## config.mk

```make
export PLATFORM = sky130hd
export DESIGN_NAME = xosera_boot_ctrl
export DESIGN_NICKNAME = d
export VERILOG_FILES = /design/src/rtl/xosera_pkg.sv /design/src/rtl/xosera_boot_ctrl_sync_2ff.sv /design/src/rtl/xosera_boot_ctrl.sv
export SDC_FILE = /design/constraint.sdc
export NUM_CORES = 1
export LEC_CHECK = 0
export CAP_MARGIN = 15
export CORE_MARGIN = 5
export CORE_UTILIZATION = 35
export DETAILED_ROUTE_END_ITERATION = 12
export HOLD_SLACK_MARGIN = 0.03
export PLACE_DENSITY = 0.63
export SLEW_MARGIN = 10
export SYNTH_ARGS = -nofsm -noshare
export SYNTH_HDL_FRONTEND = slang
export SYNTH_HIERARCHICAL = 1
export SYNTH_SLANG_ARGS = --single-unit
```

## constraint.sdc

```tcl
create_clock -name clk -period 3.8 [get_ports clk]
set_clock_uncertainty 0.05 [all_clocks]
set_input_delay 0.76 -clock clk [delete_from_list [all_inputs] [get_ports clk]]
set_output_delay 0.76 -clock clk [all_outputs]
set_load 0.01 [all_outputs]
```

## src/rtl/xosera_pkg.sv

```systemverilog
// xosera_pkg: shared Xosera constants and types (package xv).
// Holds boot/reset sequencing defaults and the boot controller state enum.
package xv;

    localparam int BOOT_LOCK_FILTER   = 16;
    localparam int BOOT_RESET_CYCLES  = 1024;
    localparam int BOOT_SETTLE_CYCLES = 8;

    typedef enum logic [2:0] {
        LOCK_WAIT,
        STRETCH,
        RUN,
        SETTLE,
        BOOT
    } boot_state_t;

    function automatic int max3(input int a, input int b, input int c);
        return (a > b) ? ((a > c) ? a : c) : ((b > c) ? b : c);
    endfunction

endpackage

```

## src/rtl/xosera_boot_ctrl_sync_2ff.sv

```systemverilog
// sync_2ff: single-bit two-flop synchronizer, synchronous reset to 0.
module sync_2ff (
    input  logic clk,
    input  logic reset_i,
    input  logic d_i,
    output logic q_o
);
    logic meta_q;

    always_ff @(posedge clk) begin
        if (reset_i) begin
            meta_q <= 1'b0;
            q_o    <= 1'b0;
        end else begin
            meta_q <= d_i;
            q_o    <= meta_q;
        end
    end

endmodule

```

## src/rtl/xosera_boot_ctrl.sv

```systemverilog
// xosera_boot_ctrl: PLL-lock qualified system reset plus reconfig-to-warm-boot sequencer.
// All outputs are registered from the next state, so they change on the same edge as the state.
module xosera_boot_ctrl
    import xv::*;
#(
    parameter int LOCK_FILTER   = BOOT_LOCK_FILTER,
    parameter int RESET_CYCLES  = BOOT_RESET_CYCLES,
    parameter int SETTLE_CYCLES = BOOT_SETTLE_CYCLES
) (
    input  logic       clk,
    input  logic       reset_i,
    input  logic       pll_lock_i,
    input  logic       reconfig_i,
    input  logic [1:0] boot_select_i,
    output logic       reset_o,
    output logic       boot_o,
    output logic [1:0] boot_s_o,
    output logic       running_o
);
    localparam int CW = $clog2(max3(LOCK_FILTER, RESET_CYCLES, SETTLE_CYCLES) + 1);
    localparam logic [CW-1:0] LF_C = CW'(LOCK_FILTER);
    localparam logic [CW-1:0] RC_C = CW'(RESET_CYCLES);
    localparam logic [CW-1:0] SC_C = CW'(SETTLE_CYCLES);

    boot_state_t   state_q, state_d;
    logic [CW-1:0] cnt_q, cnt_d, inc;
    logic [1:0]    boot_s_q, boot_s_d;
    logic          reset_q, boot_q, running_q;
    logic          lock_s;

    sync_2ff u_sync (
        .clk    (clk),
        .reset_i(reset_i),
        .d_i    (pll_lock_i),
        .q_o    (lock_s)
    );

    assign inc = cnt_q + CW'(1);

    // STRETCH and SETTLE exit on the incremented value so the state change lands on the final counted edge
    always_comb begin
        state_d  = state_q;
        cnt_d    = '0;
        boot_s_d = boot_s_q;
        case (state_q)
            LOCK_WAIT: begin
                if (lock_s && cnt_q == LF_C) state_d = STRETCH;
                else if (lock_s) cnt_d = inc;
            end
            STRETCH: begin
                if (!lock_s) state_d = LOCK_WAIT;
                else if (inc == RC_C) state_d = RUN;
                else cnt_d = inc;
            end
            RUN: begin
                if (!lock_s) state_d = LOCK_WAIT;
                else if (reconfig_i) begin
                    state_d  = SETTLE;
                    boot_s_d = boot_select_i;
                end
            end
            SETTLE: begin
                if (inc == SC_C) state_d = BOOT;
                else cnt_d = inc;
            end
            BOOT: state_d = BOOT;
            default: state_d = LOCK_WAIT;
        endcase
    end

    always_ff @(posedge clk) begin
        if (reset_i) begin
            state_q   <= LOCK_WAIT;
            cnt_q     <= '0;
            boot_s_q  <= 2'b00;
            reset_q   <= 1'b1;
            boot_q    <= 1'b0;
            running_q <= 1'b0;
        end else begin
            state_q   <= state_d;
            cnt_q     <= cnt_d;
            boot_s_q  <= boot_s_d;
            reset_q   <= state_d != RUN;
            boot_q    <= state_d == BOOT;
            running_q <= state_d == RUN;
        end
    end

    assign reset_o   = reset_q;
    assign boot_o    = boot_q;
    assign boot_s_o  = boot_s_q;
    assign running_o = running_q;

endmodule
```

==> impl_metrics.csv, run 1 <==
group,metric,value,unit
run_status,outcome,"completed",
power_and_ir_drop,irDropWorstVdd,0.1328,mV
clock_tree,cts_buffer_depth,2,
detailed_routing,viasPerCell,5.099,
power_and_ir_drop,p_per_area,264.8,mW/mm²
timing,post-route-min-period,2.443,ns
floorplanning,die_height,67.97,µm
logic_synthesis,ys_types,42,
logic_synthesis,synth-seq-cells,21,
worst_setup_path,r2r_start,"cnt_q[0]",
logic_synthesis,ys_seq_area_share,35.74,%
floorplanning,start_util,35.81,%
placed_design,dp_worst_setup_slack,1.318,ns
clock_tree,root_buffer,"clkbuf_4",
detailed_routing,dr.pass1.iters,4,
clock_tree,clk_pin_slew,0.12,ns
detailed_routing,drtIter0Drc,27,
logic_synthesis,synth_most_common_cell,"dfxtp_1",
timing,setup_viol,0,
timing,rsz0062_at_grt,"false",
logic_synthesis,postSynthCellCount,129,
logic_synthesis,netlist_top_cells_area,"dfxtp_1 (36%), nor2_1 (6.4%), nand3_1 (3.8%)",
clock_tree,hold_buffers,0,
worst_setup_path,startpoint,"cnt_q[0]",
worst_setup_path,worstPathRequired,3.95,ns
run,max_cap_violations,0,
worst_setup_path,end_kind,"register",
clock_tree,cts_tree,"yes",
clock_tree,cts_inserted_buffers,3,
placed_design,dp.cells,178,
floorplanning,die_x,67.97,µm
min_path,hold_path_class,"register to register",
clock_tree,cts-htree-levels,1,
global_routing,grt_antenna_before_repair,0,
timing,finalHoldViolCount,0,
layout,fillers,341,
logic_synthesis,synth_top_area_cell,"dfxtp_1",
clock_tree,worstSkewPairLatency,0.30,ns
global_routing,grt.overflow.total,0,
min_path,holdCritStartpoint,"u_sync/meta_q",
worst_setup_path,critPathKind,"register to register",
placed_design,dp_hpwl,1.681,mm
clock_tree,cts_resized,0,
logic_synthesis,synth_top_area_share,35.74,%
floorplanning,rows,21,
detailed_routing,routedWlPerCell,12.06,µm
power_and_ir_drop,total_power,0.3419,mW
worst_setup_path,cp_data_arrival_time,2.60,ns
power_and_ir_drop,power.share.switching,21.88,%
global_routing,grt_max_degree,13,
power_and_ir_drop,leakagePower,0.4312,nW
logic_synthesis,synth_area,0.001176,mm²
placed_design,gp_congestion,0.8606,
logic_synthesis,synthTopCellsByCount,"dfxtp_1 (21), nor2_1 (20), nand3_1 (9), nand4_1 (7), nand2_1 (6)",
layout,antennaDiodeCount,0,
logic_synthesis,synthArstFlopShare,0,%
power_and_ir_drop,pwr-share-comb,3.2,%
global_routing,grt_use_total,10.55,%
logic_synthesis,synth.avg_cell_area,9.117,µm²
detailed_routing,final_antenna_net_count,0,
timing,fmax,409.3,MHz
layout,drive_above_1_share,12.50,%
global_routing,grt_pass1_vias,822,
timing,tightest_slew,0.4123,ns
clock_tree,postCtsSetupBuffers,0,
power_and_ir_drop,internal_power,0.2671,mW
layout,final_cells,182,
global_routing,grt_pass1_wl,3.732,mm
logic_synthesis,syn_nets,138,
logic_synthesis,synth-main-ff-cell,"dfxtp_1",
power_and_ir_drop,seqPwrFrac,65.2,%
floorplanning,core_area,0.003284,mm²
floorplanning,die_area,0.004620,mm²
detailed_routing,vias,928,
logic_synthesis,yosys_warnings,6,
layout,nets,146,
detailed_routing,wirelength,2.195,mm
power_and_ir_drop,clkPwrFrac,31.6,%
timing,period_share,64.30,%
worst_setup_path,cp-start-kind,"register",
timing,hold_ws,0.4114,ns
detailed_routing,drc_errors,0,
layout,syn2layout_area_growth,9.787,%
logic_synthesis,synth-edff-count,0,
timing,slew_headroom,72.42,%
worst_setup_path,worstPathMaxFanout,9,
placed_design,placement.io_buffers,10,
timing,slew_viol_final,0,
power_and_ir_drop,p_sw,0.07479,mW
timing,tns,0,ns
clock_tree,numClockSinks,21,
timing,fin_ws,1.357,ns
floorplanning,ios,11,
## sequential cells by signal, indices dropped and copies added (netlist names)
register,cells
running_o,1
state_q,3
reset_o,1
u_sync/q_o,1
cnt_q,11
boot_o,1
u_sync/meta_q,1
boot_s_o,2
## power groups by stage
stage          clock [mW]  combinational [mW]  sequential [mW]
2_1_floorplan           0             0.00584            0.227
3_3_place_gp            0              0.0108            0.228
3_5_place_dp            0              0.0110            0.228
4_1_cts             0.113              0.0110            0.223
5_1_grt             0.124              0.0119            0.223
6_report            0.108              0.0109            0.223
## per-stage QoR
step	cell area, µm²	utilization, %
5_1_grt	1291	39.31
4_1_cts	1291	39.31
6_report	1291	39.31
3_5_place_dp	1264	38.48
3_3_place_gp	1264	38.48
2_1_floorplan	1176	-
## placed cells by master, fill, tap and decap left out, types with 2 or more instances in the layout
cell type / instances
a21oi_1: 5
and2_1: 2
clkbuf_4: 3
clkdlybuf4s50_1: 10
dfxtp_1: 21
ha_1: 3
inv_1: 3
mux2i_1: 3
nand2_1: 6
nand3_1: 9
nand3_2: 2
nand4_1: 7
nand4b_1: 2
nor2_1: 20
nor2b_1: 3
nor3_1: 2
nor3b_2: 2
o21a_1: 2
o21ai_0: 2
xnor2_1: 3
xor2_1: 5
## critical path, stage by stage, from the launching register on
cell	delay [ns]
dfxtp_1	0.50
ha_1	0.30
and3_1	0.35
nand4_1	0.20
o22ai_4	0.21
nand3_1	0.16
o21a_1	0.23
or3b_1	0.34
## layout make-up
class / count / area [µm²] / area share (%)
inverter: 3 / 11.26 / 0.8721
clock inverter: 1 / 5.005 / 0.3876
timing repair buffer: 10 / 100.1 / 7.752
clock buffer: 3 / 22.52 / 1.744
sequential: 21 / 420.4 / 32.56
tap: 46 / 57.56 / 4.457
multi-input combinational: 98 / 674.4 / 52.23
## logic make-up after synthesis
kind of cell,after synthesis,share of synthesized area (%)
simple gates,65,32.55
flops,21,35.74
compound gates,19,13.09
buf+inv,10,6.914
xor+xnor,8,5.958
mux,3,2.553
fa+ha+maj,3,3.192
## path summary, 6_finish.rpt
kind	to	slack, ns	cells past startpoint
max	reset_o	1.36	7
min	u_sync/q_o	0.41	1
max reg2reg	reset_o	1.36	7
min reg2reg	u_sync/q_o	0.41	1
## routing by layer
layer  track usage [%]  part of all wire, %  vias up
li1                  -                    -      474
met1             14.23                   49      434
met2             16.37                   47       16
met3             1.970                  1.9        4
met4             4.467                  1.8        0
met5                 0                    0        -
Power figures use the tool's default switching activity.
==> run 2, diff against run 1 <==
clock period = 2.3 ns   (was 3.8 ns; I/O delays follow)
==> impl_metrics.csv, run 2 (synthesis gave the netlist of run 1 again) <==
group,metric,value,unit
worst_setup_path,worstPathRequired,2.49,ns
global_routing,grt_pass1_vias,871,
timing,period_share,94.11,%
layout,nets,153,
global_routing,grt.overflow.total,0,
layout,largest_reg_flops,11,
timing,slew_headroom,75.97,%
layout,final_cells,189,
placed_design,gp_congestion,0.8335,
run,max_cap_violations,0,
global_routing,grt_pass1_wl,3.753,mm
floorplanning,die_height,67.97,µm
layout,largest_register,"cnt_q",
clock_tree,root_buffer,"clkbuf_4",
worst_setup_path,cp_data_arrival_time,2.35,ns
floorplanning,core_area,0.003284,mm²
clock_tree,cts-htree-levels,1,
detailed_routing,final_antenna_net_count,0,
global_routing,grt_antenna_before_repair,0,
timing,slew_viol_final,0,
run_status,outcome,"completed",
layout,multi_input_area,686.9,µm²
detailed_routing,dr.pass1.iters,4,
power_and_ir_drop,p_sw,0.1327,mW
timing,finalHoldViolCount,0,
global_routing,use_met3,1.806,%
global_routing,gr-usage-met2,17.33,%
detailed_routing,wirelength,2.321,mm
clock_tree,cts_tree,"yes",
floorplanning,rows,21,
worst_setup_path,cp_top_family,"compound AO/OA/AOI/OAI gates",
clock_tree,numClockSinks,21,
clock_tree,worstSkewPairLatency,0.32,ns
detailed_routing,drc_errors,0,
worst_setup_path,crit_slowest_cell,"a2111o_1",
detailed_routing,viasPerCell,4.989,
worst_setup_path,cp_cell_sequence,"inv_1, ha_1, and4b_1, nand4_1, nand4b_1, a2111o_1, a41o_4, nor3_1",
floorplanning,die_area,0.004620,mm²
clock_tree,clk_pin_slew,0.11,ns
min_path,hold_path_class,"register to register",
layout,drive_above_1_share,18.18,%
power_and_ir_drop,clkPwrFrac,32.5,%
detailed_routing,drtIter0Drc,25,
clock_tree,cts_buffer_depth,2,
timing,tightest_slew,0.3558,ns
placed_design,dp_hpwl,1.702,mm
layout,most-common-layout-cells,"nor2_1 (20), dfxtp_1 (19), clkdlybuf4s50_1 (10)",
floorplanning,die_x,67.97,µm
timing,setup_viol,0,
global_routing,grt_busiest_layer,"met2",
worst_setup_path,end_kind,"register",
worst_setup_path,cp-start-kind,"register",
detailed_routing,vias,943,
timing,fmax,462.0,MHz
placed_design,placement.io_buffers,10,
power_and_ir_drop,power.share.switching,22.84,%
timing,post-route-min-period,2.164,ns
worst_setup_path,worstPathBufferInverterCount,1,
placed_design,dp.cells,183,
global_routing,grt_use_total,10.89,%
clock_tree,cts_inserted_buffers,3,
floorplanning,ios,11,
worst_setup_path,slowest_delay,0.49,ns
worst_setup_path,worstPathMaxFanout,8,
detailed_routing,routedWlPerCell,12.28,µm
power_and_ir_drop,internal_power,0.4480,mW
power_and_ir_drop,irDropWorstVdd,0.1930,mV
layout,final_util,41.33,%
layout,fillers,330,
power_and_ir_drop,pwr-share-comb,4.1,%
power_and_ir_drop,leakagePower,0.4631,nW
power_and_ir_drop,seqPwrFrac,63.3,%
global_routing,grtUsageMet1,13.22,%
layout,antennaDiodeCount,0,
global_routing,grt_max_degree,12,
layout,seq_area,422.9,µm²
power_and_ir_drop,p_per_area,427.7,mW/mm²
layout,final_common_cell,"nor2_1",
floorplanning,start_util,35.81,%
worst_setup_path,critPathKind,"register to register",
layout,syn2layout_area_growth,15.43,%
run 2: cell types whose count changed in the layout (fill, tap and decap cells not counted):
cell      change
dfxtp_1       -2
clkbuf_1      +1
buf_4         +7
clkinv_2      -1
dfxtp_2       +2
a41o_4        +1
ha_1          -1
ha_2          +1
a41o_2        -1
run 2: layer usage:
| metal | share of wire (%) | routed length, µm |
|---|---|---|
| met2 | 47 | 1087 |
| met3 | 2.8 | 65 |
| met4 | 4.0 | 92 |
| met5 | 0 | 0 |
| met1 | 46 | 1076 |
run 2: final timing paths:
check	cells after the start	startpoint	slack [ns]	to
setup / recovery	8	cnt_q[0]	0.14	cnt_q[0]
hold reg to reg	1	cnt_q[0]	0.40	cnt_q[0]
setup reg to reg	8	cnt_q[0]	0.14	cnt_q[0]
hold / removal	1	cnt_q[0]	0.40	cnt_q[0]
run 2: per-stage QoR:
step	instance area, µm²	setup slack [ns]	setup TNS [ns]	power, mW	hold WS, ns
2_1_floorplan	1176	0.1657	0	0.3853	0.3638
3_3_place_gp	1301	0.1243	0	0.3970	0.3688
3_5_place_dp	1301	0.08686	0	0.3975	0.3758
4_1_cts	1328	0.06445	0	0.5836	0.4056
5_1_grt	1358	-0.008325	-0.008325	0.6050	0.4272
6_report	1358	0.1355	0	0.5807	0.4032
run 2: power groups by stage:
stage	Clock [mW]	Sequential (mW)	Combinational (mW)
2_1_floorplan	0	0.376	0.00964
3_3_place_gp	0	0.376	0.0213
3_5_place_dp	0	0.376	0.0217
4_1_cts	0.194	0.368	0.0217
5_1_grt	0.211	0.368	0.0260
6_report	0.189	0.368	0.0240
run 2: worst register-to-register path: cells and delay by family (launching register included):
family / cells / cell delay [ns]
AO/OA/AOI/OAI: 2 / 0.79
AND/OR/NAND/NOR: 4 / 0.65
flip-flops: 1 / 0.37
adder cells (fa/ha/maj): 1 / 0.19
buffers and inverters: 1 / 0.05
run 2: final cells by class:
type | instances | area share [%]
clock buffers | 4 | 1.935
inverters | 3 | 0.8295
multi-input cells | 98 | 50.60
flip-flops and latches | 21 | 31.15
well taps | 46 | 4.240
repair buffers | 17 | 11.24
run 2: timing repair:
item                                    4_1_cts  5_1_grt
endpoints found under the setup margin        0        4
gates resized for setup                       0        4
buffers inserted                              0        2
hold buffers                                  0        0
==> patch (config.mk and constraints of run 2) <==
The package constant `BOOT_LOCK_FILTER` goes from 16 to 64.
--- a/src/rtl/xosera_pkg.sv
+++ b/src/rtl/xosera_pkg.sv
@@ -2,7 +2,7 @@
 // Holds boot/reset sequencing defaults and the boot controller state enum.
 package xv;
 
-    localparam int BOOT_LOCK_FILTER   = 16;
+    localparam int BOOT_LOCK_FILTER   = 64;
     localparam int BOOT_RESET_CYCLES  = 1024;
     localparam int BOOT_SETTLE_CYCLES = 8;
 
Formal check against the unedited RTL: no difference found for any inputs over 10 cycles, from zero or initial values and one cycle with reset_i high; that may be too few to reach the edited logic, so the function may still have changed.
==> patch against run 2 <==
  * Sequential cell count stayed put
  * Hold slack lost 0.0061 ns
  * Count of clock-buffer cells in the layout is 1 lower
  * Wire length down 5.1%
  * Setup slack worse by 0.0072 ns
  * Critical path type unchanged
  * Synthesized cell count down 3.9%
  * Area after synthesis decreased by 8.6%
  * Power about the same
  * Cell area down 4.5%
==> patch: results (changes against run 2) <==
| Metric | Value |
|---|---|
| CTS buffer count | `3 (unchanged)` |
| Sequential fraction of the synthesis area | `0.391 (+0.0337)` |
| Initial antenna violation count | `0 (unchanged)` |
| Skew-Pair Late Insertion Delay | `0.32 ns (about the same)` |
| Gpl congestion | `0.860 (+3.2%)` |
| R2R cell count | `6 (-2)` |
| Post-synthesis cell count | `124 (-3.9%)` |
| Main combinational cell family by area after synthesis | `simple AND/OR/NAND/NOR gates` |
| Syn Nets | `133 (-3.6%)` |
| Worst reg2reg path endpoint | `cnt_q[5]` |
| Hold crit path type | `register to register` |
| Hold Path Sink | `cnt_q[0]` |
| Syn. warnings | `6 (unchanged)` |
| Synth area leaders | `dfxtp_1 (39%), nor3_1 (7.5%), xnor2_1 (5.7%), ha_1 (3.5%), a21oi_1 (3.3%)` |
| Setup WS pre-CTS | `0.0266 ns (-0.0603 ns)` |
| Fill cells | `313 (-5.2%)` |
| Status | `finished clean` |
| Synth Area in Compound Gates | `0.130 (-0.000467)` |
| Lkg Pwr | `0.423 nW (-8.7%)` |
| Root Driver | `clkbuf_4` |
| First-pass GRT wire length | `3.88 mm (+3.5%)` |
| Synth Flop Type | `dfxtp_1` |
| Vias in the first global route | `875 (+0.46%)` |
| FF-to-FF Start | `cnt_q[3]` |
| Max FFs per register | `11 (unchanged)` |
| Mux contribution to synthesized area | `0.0105 (-0.0151)` |
| Antenna diodes | `0 (unchanged)` |
| Hold Crit Depth | `1 (unchanged)` |
| Total Routed Length | `2.20 mm (-5.1%)` |
| Placed insts | `170 (-7.1%)` |
| Initial DRC count | `30 (+20%)` |
| R2R Setup Slk | `0.13 ns` |
| Fraction of layout cells with a size suffix above 1 | `0.176 (-0.00576)` |
| Max Buffers Root-to-Sink | `2 (unchanged)` |
| Hold path start | `cnt_q[0]` |
| DP HPWL | `1.67 mm (-1.7%)` |
| Worst VDD drop | `0.253 mV (+31%)` |
| Post-synthesis adder-cell area fraction | `0.0349 (+0.00301)` |
| Measured slew at the worst slew-check pin | `0.447 ns (+0.0917 ns)` |
| XOR/XNOR Fraction of Synth Area | `0.0896 (+0.0301)` |
| Critical Path Fanout Max | `8 (unchanged)` |
| Port Buffers | `10 (unchanged)` |
| Net count, final | `152 (-0.65%)` |
| Yosys cell types | `36 (-14%)` |
| Most frequent cells after synthesis | `dfxtp_1 (21), nor3_1 (16), nand2_1 (8), nor2_1 (8)` |
| Area Growth Syn to Fin | `20.6%` |
| Largest net degree at the start of global routing | `13 (+1)` |
| WP data arrival | `2.33 ns (-0.02 ns)` |
| Postcts setup bufs | `0 (unchanged)` |
| Clock slew at reported path FFs | `0.13 ns (+0.02 ns)` |
| DR vias | `934 (-0.95%)` |
| Max Fclk | `460 MHz (-0.33%)` |
| Via/cell ratio | `5.34 (+7.0%)` |
| Post-DP Area | `1240 µm² (-4.3%)` |
| Post-synthesis async set-or-reset flop share | `0 (unchanged)` |
| Number of H-tree levels | `1 (unchanged)` |
| Total track usage | `0.114 (+0.00475)` |
==> patch: cell types whose count changed after synthesis, sizes merged, moves of 4 or more <==
cell and change:
xnor2 +4, buf -5, nand4 -4, nor3 +13
nor2 -12
==> patch: power breakdown <==
part	total [mW]	switching (mW)	internal, mW
logic	0.0277	0.0128	0.0149
clock network	0.186	0.120	0.0652
registers	0.367	0.00140	0.366
total	0.581	0.135	0.446
==> patch: routing by layer <==
layer	vias up	global-route usage	share of wire
met5	-	0	0
met4	0	0.0155	0
met3	0	0.0462	0.070
met2	24	0.193	0.48
met1	428	0.137	0.44
li1	482	-	-
==> patch: cell type report <==
type | instances | area (µm²) | share of cell area
clock buffer | 3 | 22.5 | 0.0174
timing repair buffer | 16 | 145 | 0.112
inverter | 6 | 22.5 | 0.0174
multi-input combinational | 95 | 634 | 0.489
sequential | 21 | 425 | 0.328
tap | 33 | 41.3 | 0.0319
clock inverter | 1 | 5.00 | 0.00386
==> patch: stage by stage <==
stage	hold WS, ns	utilization
2_1_floorplan	0.364	-
3_3_place_gp	0.378	0.415
3_5_place_dp	0.390	0.415
4_1_cts	0.414	0.424
5_1_grt	0.428	0.432
6_report	0.397	0.432
==> patch: worst max path at each step <==
stage,start,endpoint,depth (start not counted)
3_5_place_dp,cnt_q[0],cnt_q[5],7
2_1_floorplan,cnt_q[0],cnt_q[4],7
6_report,cnt_q[3],cnt_q[5],6
4_1_cts,cnt_q[1],cnt_q[5],7
3_3_place_gp,cnt_q[3],cnt_q[6],6
5_1_grt,cnt_q[1],cnt_q[5],7
==> patch: critical path, stage by stage, from the launching register on <==
cell and delay (ns):
dfxtp_2 0.45, nand4_1 0.23, nor4_1 0.32, a31oi_1 0.10, or4_4 0.55, a21oi_4 0.26, nor3_1 0.10
